==> config.mk <==
export PLATFORM = sky130hd
export DESIGN_NAME = decode_stage
export DESIGN_NICKNAME = d
export VERILOG_FILES = /design/src/rtl/decode_stage.sv
export SDC_FILE = /design/constraint.sdc
export NUM_CORES = 2
export LEC_CHECK = 0
export ABC_AREA = 1
export BUFFER_PORTS_ARGS = -buffer_cell sky130_fd_sc_hd__buf_2
export CORE_MARGIN = 2
export CORE_UTILIZATION = 45
export CTS_BUF_LIST = sky130_fd_sc_hd__clkbuf_4 sky130_fd_sc_hd__clkbuf_8 sky130_fd_sc_hd__clkbuf_16
export CTS_CLUSTER_DIAMETER = 30
export DETAILED_ROUTE_END_ITERATION = 8
export HOLD_SLACK_MARGIN = 0.12
export SKIP_LAST_GASP = 1
export SYNTH_ARGS = -nofsm -noshare
export SYNTH_HDL_FRONTEND = slang
export SYNTH_SLANG_ARGS = --single-unit
==> constraint.sdc <==
create_clock -name clk -period 3.3 [get_ports clk]
set_input_delay 0.66 -clock clk [delete_from_list [all_inputs] [get_ports clk]]
set_output_delay 0.66 -clock clk [all_outputs]
set_load 0.005 [all_outputs]
==> src/rtl/decode_stage.sv <==
// decode_stage: instruction decode stage of the 5-stage RV32I pipeline.
// It holds the integer register file, which the writeback stage writes and
// which returns the new value when a register is read in the same cycle it is
// written. It also generates immediates, decodes the main and ALU controls,
// and ends in the ID/EX pipeline register.
// Optional build macro DECODE_ILLEGAL_EN adds the registered illegalE flag.
module decode_stage #(
    parameter int XLEN = 32,
    parameter int NREG = 32
) (
    input  logic            clk,
    input  logic            rst_n,
    input  logic [31:0]     instrD,
    input  logic [XLEN-1:0] pcD,
    input  logic [XLEN-1:0] pc4D,
    input  logic            flushE,
    input  logic            regwriteW,
    input  logic [4:0]      rdW,
    input  logic [XLEN-1:0] resultW,
    output logic [4:0]      rs1D,
    output logic [4:0]      rs2D,
    output logic [XLEN-1:0] rd1E,
    output logic [XLEN-1:0] rd2E,
    output logic [XLEN-1:0] immE,
    output logic [XLEN-1:0] pcE,
    output logic [XLEN-1:0] pc4E,
    output logic [4:0]      rs1E,
    output logic [4:0]      rs2E,
    output logic [4:0]      rdE,
    output logic            regwriteE,
    output logic            memwriteE,
    output logic [1:0]      resultsrcE,
    output logic            alusrcaE,
    output logic            alusrcbE,
    output logic [3:0]      aluctrlE,
    output logic            branchE,
    output logic            jumpE,
    output logic [2:0]      funct3E
`ifdef DECODE_ILLEGAL_EN
    ,
    output logic            illegalE
`endif
);

    // Major opcodes
    localparam logic [6:0] OP_R      = 7'b0110011;
    localparam logic [6:0] OP_IMM    = 7'b0010011;
    localparam logic [6:0] OP_LOAD   = 7'b0000011;
    localparam logic [6:0] OP_STORE  = 7'b0100011;
    localparam logic [6:0] OP_BRANCH = 7'b1100011;
    localparam logic [6:0] OP_JAL    = 7'b1101111;
    localparam logic [6:0] OP_JALR   = 7'b1100111;
    localparam logic [6:0] OP_LUI    = 7'b0110111;
    localparam logic [6:0] OP_AUIPC  = 7'b0010111;

    // ALU operation codes
    localparam logic [3:0] ALU_ADD   = 4'd0;
    localparam logic [3:0] ALU_SUB   = 4'd1;
    localparam logic [3:0] ALU_SLL   = 4'd2;
    localparam logic [3:0] ALU_SLT   = 4'd3;
    localparam logic [3:0] ALU_SLTU  = 4'd4;
    localparam logic [3:0] ALU_XOR   = 4'd5;
    localparam logic [3:0] ALU_SRL   = 4'd6;
    localparam logic [3:0] ALU_SRA   = 4'd7;
    localparam logic [3:0] ALU_OR    = 4'd8;
    localparam logic [3:0] ALU_AND   = 4'd9;
    localparam logic [3:0] ALU_PASSB = 4'd10;

    logic [XLEN-1:0] regs_r [NREG];

    logic [6:0]      opcode_s;
    logic [2:0]      funct3_s;
    logic [6:0]      funct7_s;
    logic [4:0]      rdIdx_s;
    logic [XLEN-1:0] rd1_s;
    logic [XLEN-1:0] rd2_s;
    logic [XLEN-1:0] imm_s;
    logic            legal_s;
    logic            regwrite_s;
    logic            memwrite_s;
    logic [1:0]      resultsrc_s;
    logic            alusrca_s;
    logic            alusrcb_s;
    logic [3:0]      aluctrl_s;
    logic            branch_s;
    logic            jump_s;

    assign opcode_s = instrD[6:0];
    assign funct3_s = instrD[14:12];
    assign funct7_s = instrD[31:25];
    assign rdIdx_s  = instrD[11:7];
    assign rs1D     = instrD[19:15];
    assign rs2D     = instrD[24:20];

    // Register file storage: cleared on reset, x0 is never written
    always_ff @(posedge clk or negedge rst_n) begin
        if (!rst_n) begin
            for (int i = 0; i < NREG; i++) begin
                regs_r[i] <= {XLEN{1'b0}};
            end
        end else if (regwriteW && (rdW != 5'd0)) begin
            regs_r[rdW] <= resultW;
        end
    end

    // Register file read ports with bypass of the write happening this cycle
    always_comb begin
        rd1_s = {XLEN{1'b0}};
        rd2_s = {XLEN{1'b0}};
        if (rs1D == 5'd0) begin
            rd1_s = {XLEN{1'b0}};
        end else if (regwriteW && (rdW == rs1D)) begin
            rd1_s = resultW;
        end else begin
            rd1_s = regs_r[rs1D];
        end
        if (rs2D == 5'd0) begin
            rd2_s = {XLEN{1'b0}};
        end else if (regwriteW && (rdW == rs2D)) begin
            rd2_s = resultW;
        end else begin
            rd2_s = regs_r[rs2D];
        end
    end

    // Main and ALU control decode, immediate generation and legality check
    always_comb begin
        imm_s       = {XLEN{1'b0}};
        legal_s     = 1'b1;
        regwrite_s  = 1'b0;
        memwrite_s  = 1'b0;
        resultsrc_s = 2'd0;
        alusrca_s   = 1'b0;
        alusrcb_s   = 1'b0;
        aluctrl_s   = ALU_ADD;
        branch_s    = 1'b0;
        jump_s      = 1'b0;
        case (opcode_s)
            OP_R: begin
                regwrite_s = 1'b1;
                case (funct3_s)
                    3'b000:  aluctrl_s = funct7_s[5] ? ALU_SUB : ALU_ADD;
                    3'b001:  aluctrl_s = ALU_SLL;
                    3'b010:  aluctrl_s = ALU_SLT;
                    3'b011:  aluctrl_s = ALU_SLTU;
                    3'b100:  aluctrl_s = ALU_XOR;
                    3'b101:  aluctrl_s = funct7_s[5] ? ALU_SRA : ALU_SRL;
                    3'b110:  aluctrl_s = ALU_OR;
                    3'b111:  aluctrl_s = ALU_AND;
                    default: aluctrl_s = ALU_ADD;
                endcase
                // Only ADD/SUB and SRL/SRA have an alternate funct7
                if (funct7_s == 7'b0000000) begin
                    legal_s = 1'b1;
                end else if ((funct7_s == 7'b0100000) &&
                             ((funct3_s == 3'b000) || (funct3_s == 3'b101))) begin
                    legal_s = 1'b1;
                end else begin
                    legal_s = 1'b0;
                end
            end
            OP_IMM: begin
                regwrite_s = 1'b1;
                alusrcb_s  = 1'b1;
                imm_s      = {{20{instrD[31]}}, instrD[31:20]};
                case (funct3_s)
                    3'b000:  aluctrl_s = ALU_ADD;
                    3'b001:  aluctrl_s = ALU_SLL;
                    3'b010:  aluctrl_s = ALU_SLT;
                    3'b011:  aluctrl_s = ALU_SLTU;
                    3'b100:  aluctrl_s = ALU_XOR;
                    3'b101:  aluctrl_s = funct7_s[5] ? ALU_SRA : ALU_SRL;
                    3'b110:  aluctrl_s = ALU_OR;
                    3'b111:  aluctrl_s = ALU_AND;
                    default: aluctrl_s = ALU_ADD;
                endcase
                // Upper immediate bits are a funct7 only for the shifts
                if (funct3_s == 3'b001) begin
                    legal_s = (funct7_s == 7'b0000000);
                end else if (funct3_s == 3'b101) begin
                    legal_s = (funct7_s == 7'b0000000) || (funct7_s == 7'b0100000);
                end else begin
                    legal_s = 1'b1;
                end
            end
            OP_LOAD: begin
                regwrite_s  = 1'b1;
                resultsrc_s = 2'd1;
                alusrcb_s   = 1'b1;
                imm_s       = {{20{instrD[31]}}, instrD[31:20]};
                legal_s     = (funct3_s != 3'b011) && (funct3_s != 3'b110) &&
                              (funct3_s != 3'b111);
            end
            OP_STORE: begin
                memwrite_s = 1'b1;
                alusrcb_s  = 1'b1;
                imm_s      = {{20{instrD[31]}}, instrD[31:25], instrD[11:7]};
                legal_s    = (funct3_s == 3'b000) || (funct3_s == 3'b001) ||
                             (funct3_s == 3'b010);
            end
            OP_BRANCH: begin
                branch_s  = 1'b1;
                alusrca_s = 1'b1;
                alusrcb_s = 1'b1;
                imm_s     = {{19{instrD[31]}}, instrD[31], instrD[7],
                             instrD[30:25], instrD[11:8], 1'b0};
                legal_s   = (funct3_s != 3'b010) && (funct3_s != 3'b011);
            end
            OP_JAL: begin
                jump_s      = 1'b1;
                regwrite_s  = 1'b1;
                resultsrc_s = 2'd2;
                alusrca_s   = 1'b1;
                alusrcb_s   = 1'b1;
                imm_s       = {{11{instrD[31]}}, instrD[31], instrD[19:12],
                               instrD[20], instrD[30:21], 1'b0};
            end
            OP_JALR: begin
                jump_s      = 1'b1;
                regwrite_s  = 1'b1;
                resultsrc_s = 2'd2;
                alusrcb_s   = 1'b1;
                imm_s       = {{20{instrD[31]}}, instrD[31:20]};
                legal_s     = (funct3_s == 3'b000);
            end
            OP_LUI: begin
                regwrite_s = 1'b1;
                alusrcb_s  = 1'b1;
                aluctrl_s  = ALU_PASSB;
                imm_s      = {instrD[31:12], 12'h000};
            end
            OP_AUIPC: begin
                regwrite_s = 1'b1;
                alusrca_s  = 1'b1;
                alusrcb_s  = 1'b1;
                imm_s      = {instrD[31:12], 12'h000};
            end
            default: begin
                legal_s = 1'b0;
            end
        endcase
    end

    // ID/EX pipeline register: flush loads a bubble, illegal encodings lose their controls
    always_ff @(posedge clk or negedge rst_n) begin
        if (!rst_n) begin
            rd1E       <= {XLEN{1'b0}};
            rd2E       <= {XLEN{1'b0}};
            immE       <= {XLEN{1'b0}};
            pcE        <= {XLEN{1'b0}};
            pc4E       <= {XLEN{1'b0}};
            rs1E       <= 5'd0;
            rs2E       <= 5'd0;
            rdE        <= 5'd0;
            regwriteE  <= 1'b0;
            memwriteE  <= 1'b0;
            resultsrcE <= 2'd0;
            alusrcaE   <= 1'b0;
            alusrcbE   <= 1'b0;
            aluctrlE   <= 4'd0;
            branchE    <= 1'b0;
            jumpE      <= 1'b0;
            funct3E    <= 3'd0;
`ifdef DECODE_ILLEGAL_EN
            illegalE   <= 1'b0;
`endif
        end else if (flushE) begin
            rd1E       <= {XLEN{1'b0}};
            rd2E       <= {XLEN{1'b0}};
            immE       <= {XLEN{1'b0}};
            pcE        <= {XLEN{1'b0}};
            pc4E       <= {XLEN{1'b0}};
            rs1E       <= 5'd0;
            rs2E       <= 5'd0;
            rdE        <= 5'd0;
            regwriteE  <= 1'b0;
            memwriteE  <= 1'b0;
            resultsrcE <= 2'd0;
            alusrcaE   <= 1'b0;
            alusrcbE   <= 1'b0;
            aluctrlE   <= 4'd0;
            branchE    <= 1'b0;
            jumpE      <= 1'b0;
            funct3E    <= 3'd0;
`ifdef DECODE_ILLEGAL_EN
            illegalE   <= 1'b0;
`endif
        end else begin
            rd1E       <= rd1_s;
            rd2E       <= rd2_s;
            immE       <= imm_s;
            pcE        <= pcD;
            pc4E       <= pc4D;
            rs1E       <= rs1D;
            rs2E       <= rs2D;
            rdE        <= rdIdx_s;
            funct3E    <= funct3_s;
            regwriteE  <= regwrite_s & legal_s;
            memwriteE  <= memwrite_s & legal_s;
            resultsrcE <= legal_s ? resultsrc_s : 2'd0;
            alusrcaE   <= alusrca_s & legal_s;
            alusrcbE   <= alusrcb_s & legal_s;
            aluctrlE   <= legal_s ? aluctrl_s : 4'd0;
            branchE    <= branch_s & legal_s;
            jumpE      <= jump_s & legal_s;
`ifdef DECODE_ILLEGAL_EN
            illegalE   <= ~legal_s & (instrD != 32'h0000_0000);
`endif
        end
    end

endmodule

Yosys cells after proc, flatten, opt, wreduce, memory -nomap -nowiden
Index checks and enable logic that the tools add are counted.
{"block": "op_classes", "n_addsub": 0, "mul": 0, "n_div": 0, "n_lt_le_gt_ge": 4, "eq_ne": 23, "shift": 0, "n_mux": 50, "bitwise_logic": 9, "n_reduce_logical": 24}
{"operator": "$bwmux W1024", "count": 1}
{"operator": "$mux W32", "count": 14}
{"operator": "$bmux W32 S5", "count": 2}
{"operator": "$demux W32 S5", "count": 1}
{"operator": "$pmux W32 S5", "count": 1}
{"operator": "$pmux W4 S8", "count": 2}
{"operator": "$eq A7 B6 Y1 const B", "count": 4}
{"operator": "$eq A7 B7 Y1 const B", "count": 3}
{"operator": "$ge A6 B6 Y1 const B", "count": 3}
{"operator": "$mux W1", "count": 18}
{"operator": "$not A5 Y6", "count": 3}
{"operator": "$mux W5", "count": 3}
{"operator": "$eq A7 B5 Y1 const B", "count": 2}
{"operator": "$eq A3 B3 Y1 const B", "count": 4}
{"operator": "$pmux W4 S3", "count": 1}
{"operator": "$eq A5 B5 Y1", "count": 2}
{"operator": "$logic_not A5 Y1", "count": 2}
{"operator": "$reduce_or A3 Y1", "count": 3}
{"operator": "$logic_and A1 B1 Y1", "count": 8}
{"operator": "$mux W4", "count": 2}
{"operator": "$reduce_or A8 Y1", "count": 1}
{"operator": "$eq A7 B2 Y1 const B", "count": 1}
{"operator": "$logic_not A7 Y1", "count": 1}
{"operator": "$pmux W1 S7", "count": 1}
{"operator": "14 further kinds", "count": 27}
{"block": "totals", "reg_bits": 1214, "latchBits": 0, "ram_bits": 0, "rom_bits": 0, "memories": 0}

Longest topological paths before layout
{"block": "logic_depth", "ltp_word": 8, "depth_mapped": 13, "mapped_depth_nobuf": 11}

Least setup slack after synthesis
OpenSTA, ideal clock, no wires.
{"block": "synth_path", "kind": "input -> register", "startpoint": "in rdW[0]", "endpoint": "reg regs_r[961] (netlist name)", "setup_ps": 133, "arrival_time_ps": 1949, "required_time_ps": 3167, "slack_ps": 1218, "stages": 8, "n_path_buf": 2, "cell_sequence": "clkbuf_2 > inv_2 > nor2_1 > nand2_1 > clkinv_1 > nand2_2 > clkbuf_1 > o21ai_0"}
{"block": "synth_via", "elab_chain_cells": 6, "word_cells_on_any_way": 9, "classes_between": "order compare: 2; mux: 3; bitwise: 1; reduce/logical: 3"}
{"element": "from (decl)", "line": "18", "text": "input logic [4:0] rdW,"}
{"element": "$not A5 Y6 (not written as such)", "line": "102", "text": "regs_r[rdW] <= resultW;"}
{"element": "$ge A6 B6 Y1 (not written as such) or $lt A6 B1 Y1 (tied branches)", "line": "102"}
{"element": "$logic_and A1 B1 Y1 (not written as such)", "line": "102"}
{"element": "$mux W32 (not written as such)", "line": "102"}
{"element": "$demux W32 S5", "line": "102"}
{"element": "$bwmux W1024", "line": "102"}
{"element": "to (signal, indexed assignment)", "line": "99", "text": "regs_r[i] <= {XLEN{1'b0}};"}
{"element": "to (signal, indexed assignment)", "line": "102"}
{"element": "to (decl)", "line": "69", "text": "logic [XLEN-1:0] regs_r [NREG];"}
Several ways; a longest one is shown, not always the timed one.
A chain may end at the register's enable or synchronous reset.

Worst setup path in the final report
{"block": "layout_path", "startpoint": "reg rd2E[8]", "endpoint": "out rd2E[8]"}
{"element": "from (decl)", "line": "23", "text": "output logic [XLEN-1:0] rd2E,"}
{"element": "from (signal assigned)", "line": "248", "text": "rd2E <= {XLEN{1'b0}};"}
{"element": "from (signal assigned)", "line": "269", "text": "rd2E <= {XLEN{1'b0}};"}
{"element": "from (signal assigned)", "line": "290", "text": "rd2E <= rd2_s;"}
No word-level cell between the ends.

==> results.py <==
metrics = {
    "critical_path": {
        "criticalPathCategory": "reg2out",
        "endpoint_kind": "output port",
        "slowest_stage": "dfrtp_1",
        "crit_required_ns": 2.64,
        "critPathBufInv": 1,
        "crit_fanout": 1,
        "startpoint_type": "flip-flop",
        "path_cells": "buf_2",
        "crit_family": "flip-flops",
        "crit_arrival_ns": 1.73,
        "cpPeakStageDelay_ns": 0.61,
    },
    "clock_tree": {
        "clk_pin_slew_ns": 0.04,
        "clock_path_buffers": 4,
        "clock_sinks": 1214,
        "cts_resized": 0,
        "root_buffer": "clkbuf_16",
        "htree_levels": 5,
        "clock_latency_ns": 0.92,
        "numCtsBuffers": 313,
        "cts_tree": "built",
    },
    "routing": {
        "drc": 0,
        "wl_um": 269100,
        "drt_iter0_markers": 8547,
        "viasPerCell": 5.678,
        "drtAntennaViolNets": 0,
        "first_pass_iters": 8,
        "route.vias.total": 67112,
        "wire_per_inst_um": 22.76,
    },
    "floorplanning": {
        "core_area_sq_mm": 0.1457,
        "die_area_sq_mm": 0.1500,
        "dieWidth_um": 387.3,
        "dieHeight_um": 387.3,
        "ios": 337,
        "placementRows": 140,
        "start_util_pct": 45.35,
    },
    "place": {
        "port_buffers": 336,
        "place.gp.congestion": 0.8912,
        "dp_hpwl_um": 152600,
    },
    "yosys": {
        "ys_seq_area_share_pct": 45.96,
        "synth.largest_area_cell": "dfrtp_1",
        "synth.area.top_cells": "dfrtp_1 (46%), nand2_1 (18%), nand3_1 (10%)",
        "async_flop_share_pct": 100.0,
        "synth_commonest_cells": "nand2_1 (3172), nand3_1 (1349), dfrtp_1 (1214)",
        "yosysUniqueCellTypes": 35,
        "ys_warn_count": 0,
        "synthFlopType": "dfrtp_1",
        "syn_area_per_cell_sq_um": 6.991,
        "syn-num-nets": 9592,
        "synth-seq-cells": 1214,
        "netlist_instances": 9455,
        "syn_area_sq_mm": 0.06610,
        "synth_top_area_share_pct": 45.96,
        "yosysMostFrequentCell": "nand2_1",
        "synth_edf_count": 0,
    },
    "pwr": {
        "ir_drop_mv": 0.6011,
        "intPower_mw": 43.31,
        "clockPowerShare_pct": 53.7,
        "comb_power_share_pct": 14.8,
        "power_density_mw_per_mm2": 728.6,
        "p_switching_mw": 16.65,
        "switching_share_pct": 27.77,
        "power.total_mw": 59.96,
        "seqPwrFrac_pct": 31.5,
        "p_leak_nw": 42.01,
    },
    "min_path": {
        "worstHoldPathType": "in2reg",
    },
    "sta": {
        "worstMarginPinSlew_ns": 1.072,
        "skew_ns": 0.04944,
        "final.min_clock_period_ns": 2.393,
        "post-route-period-util_pct": 72.53,
        "setup_viol": 0,
        "slew_viol_final": 0,
        "rsz0062_at_grt": "false",
        "finalSetupTns_ns": 0,
        "finalHoldViolations": 0,
        "fmaxAchievable_mhz": 417.8,
        "slew_headroom_pct": 28.55,
    },
    "grt": {
        "track_usage_pct": 35.40,
        "grt_antenna_before_repair": 18,
        "grt-ovfl-total": 0,
        "grt_pass1_vias": 63813,
        "grt_pass1_wl_um": 406400,
        "grt_max_degree": 124,
    },
    "status": {
        "status": "finished, final reports clean",
    },
    "layout": {
        "nets": 9805,
        "area_growth_pct": 24.51,
        "drive_above_1_share_pct": 12.84,
    },
    "job": {
        "maxCapViolCount": 0,
    },
}
[state kept, by name, summed over array words and instances (netlist names), 2 cells and up]
signal      cells
pc4E           32
rdE             5
aluctrlE        4
immE           32
rd1E           32
rd2E           32
resultsrcE      2
rs1E            5
pcE            32
rs2E            5
regs_r       1024
funct3E         3
[logic make-up after synthesis]
group                  share of synthesized area, %
AOI/OAI and AO/OA                             12.12
and+or+nand+nor                               31.56
DFF                                           45.96
buffers and inverters                         10.35
[worst min-delay path: stages]
cell     delay, ns
buf_2         0.21
nand2_1       0.10
o21ai_0       0.07
[path summary, 6_finish.rpt]
check | slack [ns] | cells after the start | to | from
setup / recovery | 0.91 | 1 | rd2E[8] | rd2E[8]$_DFF_PN0_
hold / removal | 0.18 | 3 | regs_r[339]$_DFFE_PN0P_ | resultW[19]
setup reg to reg | 1.39 | 8 | rd2E[29]$_DFF_PN0_ | regs_r[317]$_DFFE_PN0P_
hold reg to reg | 0.38 | 0 | regs_r[1004]$_DFFE_PN0P_ | regs_r[1004]$_DFFE_PN0P_
max in group asynchronous | 1.75 | 3 | regs_r[567]$_DFFE_PN0P_ | rst_n
min in group asynchronous | 0.32 | 2 | regs_r[751]$_DFFE_PN0P_ | rst_n
[repair_timing]
item                                   CTS  global route
endpoints found under the hold margin  261             0
hold buffers                           107             0
buffers inserted                         0             0
[final cells by class]
cell class	count	area, sq um
tap	1917	2399
multi-input combinational	6490	29050
sequential	1214	30380
clock inverter	161	2311
timing repair buffer	666	5640
antenna	4	10.01
inverter	983	3742
fill	13436	63450
clock buffer	385	8767
[placed cells by master (no fill, tap or decap), types with 6 or more instances in the layout]
cell           synthesis  layout
inv_6                  1       8
o21ai_0             1095    1095
o211ai_1             147     147
inv_1                967     965
nor3_1                 6       6
nor2_4                 4       7
clkbuf_16              0     323
buf_12                 0      92
clkinvlp_4             0      25
bufinv_16              0      53
or2_2                 75      75
buf_2                115     326
nor2_1               351     348
clkinv_4               0      22
nand2_1             3172    3160
clkinv_2               0      57
nand2_4                4      26
clkbuf_4               0      27
o22ai_1                9       9
dlygate4sd3_1          0     107
o21ai_1               64      64
buf_4                 10     135
dfrtp_1             1214    1214
clkbuf_8               0      35
nand3_1             1349    1349
o21ai_2               28      28
nor3_4                 9       9
a21oi_1              151     151
[metrics by stage]
step | hold slack (ns) | setup WS [ns] | cells | instance area, sq um | util (%)
3_3_place_gp | 0.3649 | 0.4971 | 11163 | 70130 | 48.12
6_report | 0.1762 | 0.9066 | 11820 | 82290 | 56.47
3_5_place_dp | 0.3656 | 0.4559 | 11163 | 70130 | 48.12
4_1_cts | 0.1269 | 0.8985 | 11816 | 82280 | 56.46
2_1_floorplan | 0.3644 | 1.218 | 9455 | 66100 | -
5_1_grt | 0.1668 | 0.8803 | 11816 | 82280 | 56.46
[routing by layer]
metal	share of wire (%)	global-route usage [%]
met3	11	8.879
met5	0.068	0
met1	41	48.22
met2	43	52.98
met4	4.8	16.29
[power by group through the flow]
| stage | combinational (mW) | clock, mW | sequential [mW] |
|---|---|---|---|
| floorplan | 5.98 | 0 | 18.6 |
| global placement | 8.37 | 0 | 18.9 |
| detailed placement | 8.58 | 0 | 19.0 |
| CTS | 8.76 | 32.4 | 18.8 |
| global route | 10.1 | 33.3 | 19.1 |
| finish | 8.85 | 32.2 | 18.9 |
Note: power is estimated with default switching activity, not from simulation.
